===== src/rtl/rtc_bus_pkg.sv =====
// Shared constants for the RTC bus-cycle scheduler: state encodings,
// default bus widths and requester index assignments.
package rtc_bus_pkg;

   // Default RTC register address and data widths
   localparam int unsigned AW_DEF   = 8;
   localparam int unsigned DW_DEF   = 8;
   localparam int unsigned NREQ_DEF = 3;

   // Scheduler FSM state encodings (kept as plain constants for legacy users)
   localparam logic [1:0] ST_IDLE  = 2'd0;
   localparam logic [1:0] ST_ISSUE = 2'd1;
   localparam logic [1:0] ST_WAIT  = 2'd2;
   localparam logic [1:0] ST_RESP  = 2'd3;

   // Requester slots, index 0 has the highest priority
   localparam int unsigned REQ_INIT = 0;
   localparam int unsigned REQ_USER = 1;
   localparam int unsigned REQ_POLL = 2;

endpackage


===== src/rtl/rtc_prio_encoder.sv =====
// Combinational fixed-priority encoder: the lowest-index set request wins.
// Produces a one-hot grant vector, the binary index and a valid flag.
module rtc_prio_encoder #(
   parameter int unsigned N  = 3,
   parameter int unsigned IW = (N > 1) ? $clog2(N) : 1
) (
   input  logic [N-1:0]  req,
   output logic [N-1:0]  onehot,
   output logic [IW-1:0] idx,
   output logic          valid
);

   // Scan from the highest index down so the lowest set bit is written last
   always_comb begin
      onehot = '0;
      idx    = '0;
      valid  = 1'b0;
      for (int unsigned i = 0; i < N; i++) begin
         if (req[N-1-i]) begin
            onehot         = '0;
            onehot[N-1-i]  = 1'b1;
            idx            = IW'(N-1-i);
            valid          = 1'b1;
         end
      end
   end

endmodule


===== src/rtl/rtc_bus_scheduler.sv =====
// Arbitrates the single RTC bus-cycle engine between NREQ requesters with
// fixed priority (index 0 highest). One transaction at a time:
// IDLE -> ISSUE (start pulse) -> WAIT (engine busy) -> RESP (done pulse).
// Optional engine watchdog: define RTC_BUS_SCHED_TIMEOUT_EN.
module rtc_bus_scheduler
   import rtc_bus_pkg::*;
#(
   parameter int unsigned NREQ           = NREQ_DEF,
   parameter int unsigned AW             = AW_DEF,
   parameter int unsigned DW             = DW_DEF,
   parameter int unsigned TIMEOUT_CYCLES = 1024
) (
   input  logic               clk,
   input  logic               reset,
   input  logic [NREQ-1:0]    req,
   input  logic [NREQ-1:0]    req_we,
   input  logic [NREQ*AW-1:0] req_addr,
   input  logic [NREQ*DW-1:0] req_wdata,
   output logic [NREQ-1:0]    gnt,
   output logic [NREQ-1:0]    done,
   output logic [DW-1:0]      rdata,
   output logic               err,
   output logic               eng_start,
   output logic               eng_write,
   output logic [AW-1:0]      eng_addr,
   output logic [DW-1:0]      eng_wdata,
   input  logic               eng_done,
   input  logic [DW-1:0]      eng_rdata,
   output logic               busy
);

   localparam int unsigned IW = (NREQ > 1) ? $clog2(NREQ) : 1;

   logic [1:0]      state_q, state_d;
   logic [NREQ-1:0] win_q,   win_d;
   logic            write_q, write_d;
   logic [AW-1:0]   addr_q,  addr_d;
   logic [DW-1:0]   wdata_q, wdata_d;
   logic [DW-1:0]   rdata_q, rdata_d;

   logic [NREQ-1:0] sel_onehot;
   logic [IW-1:0]   sel_idx;
   logic            sel_valid;
   int unsigned     sel;

`ifdef RTC_BUS_SCHED_TIMEOUT_EN
   localparam int unsigned CNT_W = (TIMEOUT_CYCLES > 2) ? $clog2(TIMEOUT_CYCLES) : 1;
   logic [CNT_W-1:0] cnt_q, cnt_d;
   logic             err_q, err_d;
`endif

   rtc_prio_encoder #(
      .N  (NREQ),
      .IW (IW)
   ) u_prio (
      .req    (req),
      .onehot (sel_onehot),
      .idx    (sel_idx),
      .valid  (sel_valid)
   );

   // Next-state and datapath capture for the arbitration FSM
   always_comb begin
      state_d = state_q;
      win_d   = win_q;
      write_d = write_q;
      addr_d  = addr_q;
      wdata_d = wdata_q;
      rdata_d = rdata_q;
      sel     = int'(sel_idx);
`ifdef RTC_BUS_SCHED_TIMEOUT_EN
      cnt_d   = cnt_q;
      err_d   = err_q;
`endif
      case (state_q)
         ST_IDLE: begin
            if (sel_valid) begin
               win_d   = sel_onehot;
               write_d = req_we[sel_idx];
               addr_d  = req_addr[sel*AW +: AW];
               wdata_d = req_wdata[sel*DW +: DW];
               state_d = ST_ISSUE;
            end
         end
         ST_ISSUE: begin
`ifdef RTC_BUS_SCHED_TIMEOUT_EN
            cnt_d = '0;
            err_d = 1'b0;
`endif
            if (eng_done) begin
               rdata_d = eng_rdata;
               state_d = ST_RESP;
            end else begin
               state_d = ST_WAIT;
            end
         end
         ST_WAIT: begin
            if (eng_done) begin
               rdata_d = eng_rdata;
               state_d = ST_RESP;
            end
`ifdef RTC_BUS_SCHED_TIMEOUT_EN
            // Abort when this WAIT cycle would bring the count to TIMEOUT_CYCLES-1
            else if (cnt_q == CNT_W'(TIMEOUT_CYCLES - 2)) begin
               rdata_d = '0;
               err_d   = 1'b1;
               state_d = ST_RESP;
            end else begin
               cnt_d = cnt_q + CNT_W'(1);
            end
`endif
         end
         ST_RESP: begin
            state_d = ST_IDLE;
         end
         default: begin
            state_d = ST_IDLE;
         end
      endcase
   end

   // State and datapath registers, synchronous active-high reset
   always_ff @(posedge clk) begin
      if (reset) begin
         state_q <= ST_IDLE;
         win_q   <= '0;
         write_q <= 1'b0;
         addr_q  <= '0;
         wdata_q <= '0;
         rdata_q <= '0;
`ifdef RTC_BUS_SCHED_TIMEOUT_EN
         cnt_q   <= '0;
         err_q   <= 1'b0;
`endif
      end else begin
         state_q <= state_d;
         win_q   <= win_d;
         write_q <= write_d;
         addr_q  <= addr_d;
         wdata_q <= wdata_d;
         rdata_q <= rdata_d;
`ifdef RTC_BUS_SCHED_TIMEOUT_EN
         cnt_q   <= cnt_d;
         err_q   <= err_d;
`endif
      end
   end

   // Output decode: grant and done are gated by state so reset clears them
   always_comb begin
      busy      = (state_q != ST_IDLE);
      eng_start = (state_q == ST_ISSUE);
      gnt       = busy ? win_q : '0;
      done      = (state_q == ST_RESP) ? win_q : '0;
      eng_write = write_q;
      eng_addr  = addr_q;
      eng_wdata = wdata_q;
      rdata     = rdata_q;
`ifdef RTC_BUS_SCHED_TIMEOUT_EN
      err       = (state_q == ST_RESP) && err_q;
`else
      err       = 1'b0;
`endif
   end

endmodule


===== config.mk =====
export PLATFORM = sky130hd
export DESIGN_NAME = rtc_bus_scheduler
export DESIGN_NICKNAME = d
export VERILOG_FILES = /design/src/rtl/rtc_bus_pkg.sv /design/src/rtl/rtc_prio_encoder.sv /design/src/rtl/rtc_bus_scheduler.sv
export SDC_FILE = /design/constraint.sdc
export NUM_CORES = 1
export LEC_CHECK = 0
export CORE_ASPECT_RATIO = 1.1
export CORE_UTILIZATION = 35
export CTS_CLUSTER_DIAMETER = 200
export DETAILED_ROUTE_END_ITERATION = 7
export PLACE_DENSITY = 0.77
export SYNTH_ARGS = -nofsm -noshare
export SYNTH_HDL_FRONTEND = slang
export SYNTH_SLANG_ARGS = --single-unit

===== constraint.sdc =====
create_clock -name clk -period 1.5 [get_ports clk]
set_input_delay 0.15 -clock clk [delete_from_list [all_inputs] [get_ports clk]]
set_output_delay 0.15 -clock clk [all_outputs]
set_load 0.005 [all_outputs]

==> flow_summary.ini <==
[global_route]
grt_first_pass_wirelength_um = 7980
globalRouteMet2Util = 0.311
grt_usage = 0.183
first_global_vias = 1781
antenna_found_initial = 0
grt_busiest_layer = met2
grt_util_met1 = 0.227
grt_max_degree = 32
grt-ovfl-total = 0
gr-usage-met3 = 0.0499

[power_and_ir_drop]
leakage_nw = 1.20
max-vdd-ir-drop_uv = 772
clkPwrFrac = 0.142
p_int_w = 0.00275
power_frac_seq = 0.289
power.share.switching = 0.352
power.density_nw_per_um2 = 1410
p_sw_w = 0.00149
comb_power_share = 0.570

[sta]
fin_hold_ws_ps = 432
clock_skew_ps = 3.76
hold_viol = 0
timing.final.crit_period_ps = 1460
max_freq_ghz = 0.684
finalCritPeriodShare = 0.975
setup_violations = 0
slew_viol_final = 0

[die]
io_pins = 99
die_area_um2 = 5410
die_h_um = 77.0
coreArea_um2 = 4780
die_w_um = 70.2
start_util = 0.374
core.rowCount = 26

[clock_tree]
clk_pin_slew_ps = 60
cts_root_buf = clkbuf_8
cts_tree = built
cts_buffers = 5
cts_sinks = 30
postCtsSetupBuffers = 0
htree_levels = 2
worstSkewPairLatency_ps = 280
cts_buffer_depth = 2
hold_buffers = 0

[final_layout]
stdcell_count = 375
final_area_um2 = 3020
utilization = 0.632
syn_to_final_growth_pct = 68.8
n_antenna_cell = 0
drive_above_1_share = 0.169
nets = 388

[routing]
drc = 0
wl_per_cell_um = 13.1
firstDrtPassIters = 4
vias_per_cell = 4.99
drt_iter0_markers = 49
vias = 1872
wirelength_um = 4910
ant_nets = 0

[placed_design]
dp_hpwl_um = 3680
port_buffers = 97
dp.cells = 368
dpl_cell_area_um2 = 2920
place.gp.congestion = 0.759

[logic_synthesis]
synth_area_um2 = 1790
synth.distinct_cells = 27
ys_seq_area_frac = 0.335
yosysWarnings = 0
ys_ff_latch = 30
syn_inst = 211
syn_area_per_cell_um2 = 8.49
syn_nets = 280

[critical_path]
arrival_ps = 1310
cp-end-kind = output port
startpoint_type = flop
path_class = reg -> out
required_ps = 1350
crit_path_max_fanout = 3

[run_status]
status = completed

[min_path]
hp-class = in -> reg

[job]
max-cap-violations = 0
-- layout by cell type (no fill, tap or decap), types with 2 or more instances in the layout --
master / synthesis / layout
a311oi_2: 17 / 17
clkbuf_8: 0 / 5
a21oi_1: 10 / 10
a21o_1: 17 / 17
ha_1: 4 / 2
clkdlybuf4s50_1: 0 / 89
clkbuf_1: 7 / 2
nand3b_1: 17 / 17
nor2b_1: 2 / 2
ha_4: 0 / 2
and2_1: 3 / 3
inv_2: 0 / 2
dfxtp_1: 30 / 28
mux2i_1: 2 / 2
buf_4: 3 / 19
dlygate4sd2_1: 0 / 8
nand2_1: 45 / 45
nand3_1: 9 / 9
buf_12: 0 / 3
nand2b_1: 4 / 4
dfxtp_2: 0 / 2
nor2_1: 20 / 20
-- timing repair --
action                     in CTS  in global routing
pin swaps                       0                  1
setup endpoints to repair       9                  6
gates resized for setup        14                  3
-- cell usage after synthesis, drive strengths merged --
cell type  number  area, µm²
nand2          45        169
dfxtp          30        601
nor2           20       75.1
a21o           17        128
a311oi         17        255
nand3b         17        128
buf            12       92.6
a21oi          10       50.1
nand3           9       45.0
clkbuf          7       26.3
ha              4       50.1
nand2b          4       25.0
and2            3       18.8
inv             3       11.3
mux2i           2       20.0
nor2b           2       12.5
a41oi           1       8.76
and2b           1       7.51
conb            1       3.75
nor3            1       5.00
o211a           1       10.0
o21ba           1       10.0
o21bai          1       18.8
o31a            1       8.76
o41a            1       11.3
-- logic make-up after synthesis --
logic type	after synthesis	share of synthesized area
simple gates	102	0.271
flops	30	0.335
compound gates	50	0.280
buf+inv	22	0.0727
mux	2	0.0112
fa+ha+maj	4	0.0280
other cells	1	0.00209
-- power by group through the flow --
stage                     clock, W  sequential, W  combinational (W)
after floorplan                  0        0.00125            0.00127
after global placement           0        0.00122            0.00235
after detailed placement         0        0.00123            0.00239
after CTS                 0.000622        0.00122            0.00241
after global routing      0.000647        0.00127            0.00265
final                     0.000602        0.00123            0.00242
-- layout make-up --
| cell class | count | area [µm²] |
|---|---|---|
| fill | 425 | 1760 |
| timing repair buffer | 120 | 1170 |
| multi-input combinational | 159 | 1090 |
| sequential | 30 | 603 |
| clock buffer | 7 | 76.3 |
| tap | 56 | 70.1 |
| inverter | 3 | 11.3 |
-- critical path, cell delays in order, from the launching register on --
cell and delay (ps):
dfxtp_2 320, buf_4 150, ha_4 160, and2_1 140, dlygate4sd2_1 270
-- per-stage QoR --
stage	setup WS [ps]	setup TNS [ps]	power (W)
final	38.0	0	0.00425
after global routing	-5.61	-11.8	0.00456
after CTS	1.33	0	0.00426
after detailed placement	-113	-1330	0.00362
after global placement	-88.7	-635	0.00357
after floorplan	16.7	0	0.00252
-- metal layers --
layer,vias to the layer above,part of all wire
met3,6,0.071
met1,844,0.45
met2,74,0.47
li1,948,-
met5,-,0
met4,0,0.010
-- final timing paths --
| path | slack (ps) | start | endpoint | cells past startpoint |
|---|---|---|---|---|
| worst max-delay path | 40 | state_q[1] | done[1] | 4 |
| worst min-delay path | 430 | eng_rdata[6] | rdata[6] | 3 |
| worst max register to register | 140 | state_q[1] | state_q[0] | 5 |
| worst min register to register | 450 | rdata[3] | rdata[3] | 2 |
-- flip-flops by register name, summed over array words and instances (netlist names) --
| register | flops |
|---|---|
| rdata | 8 |
| eng_wdata | 8 |
| eng_write | 1 |
| eng_addr | 8 |
| state_q | 2 |
| win_q | 3 |
No activity file was read; power rests on OpenSTA's default activity.
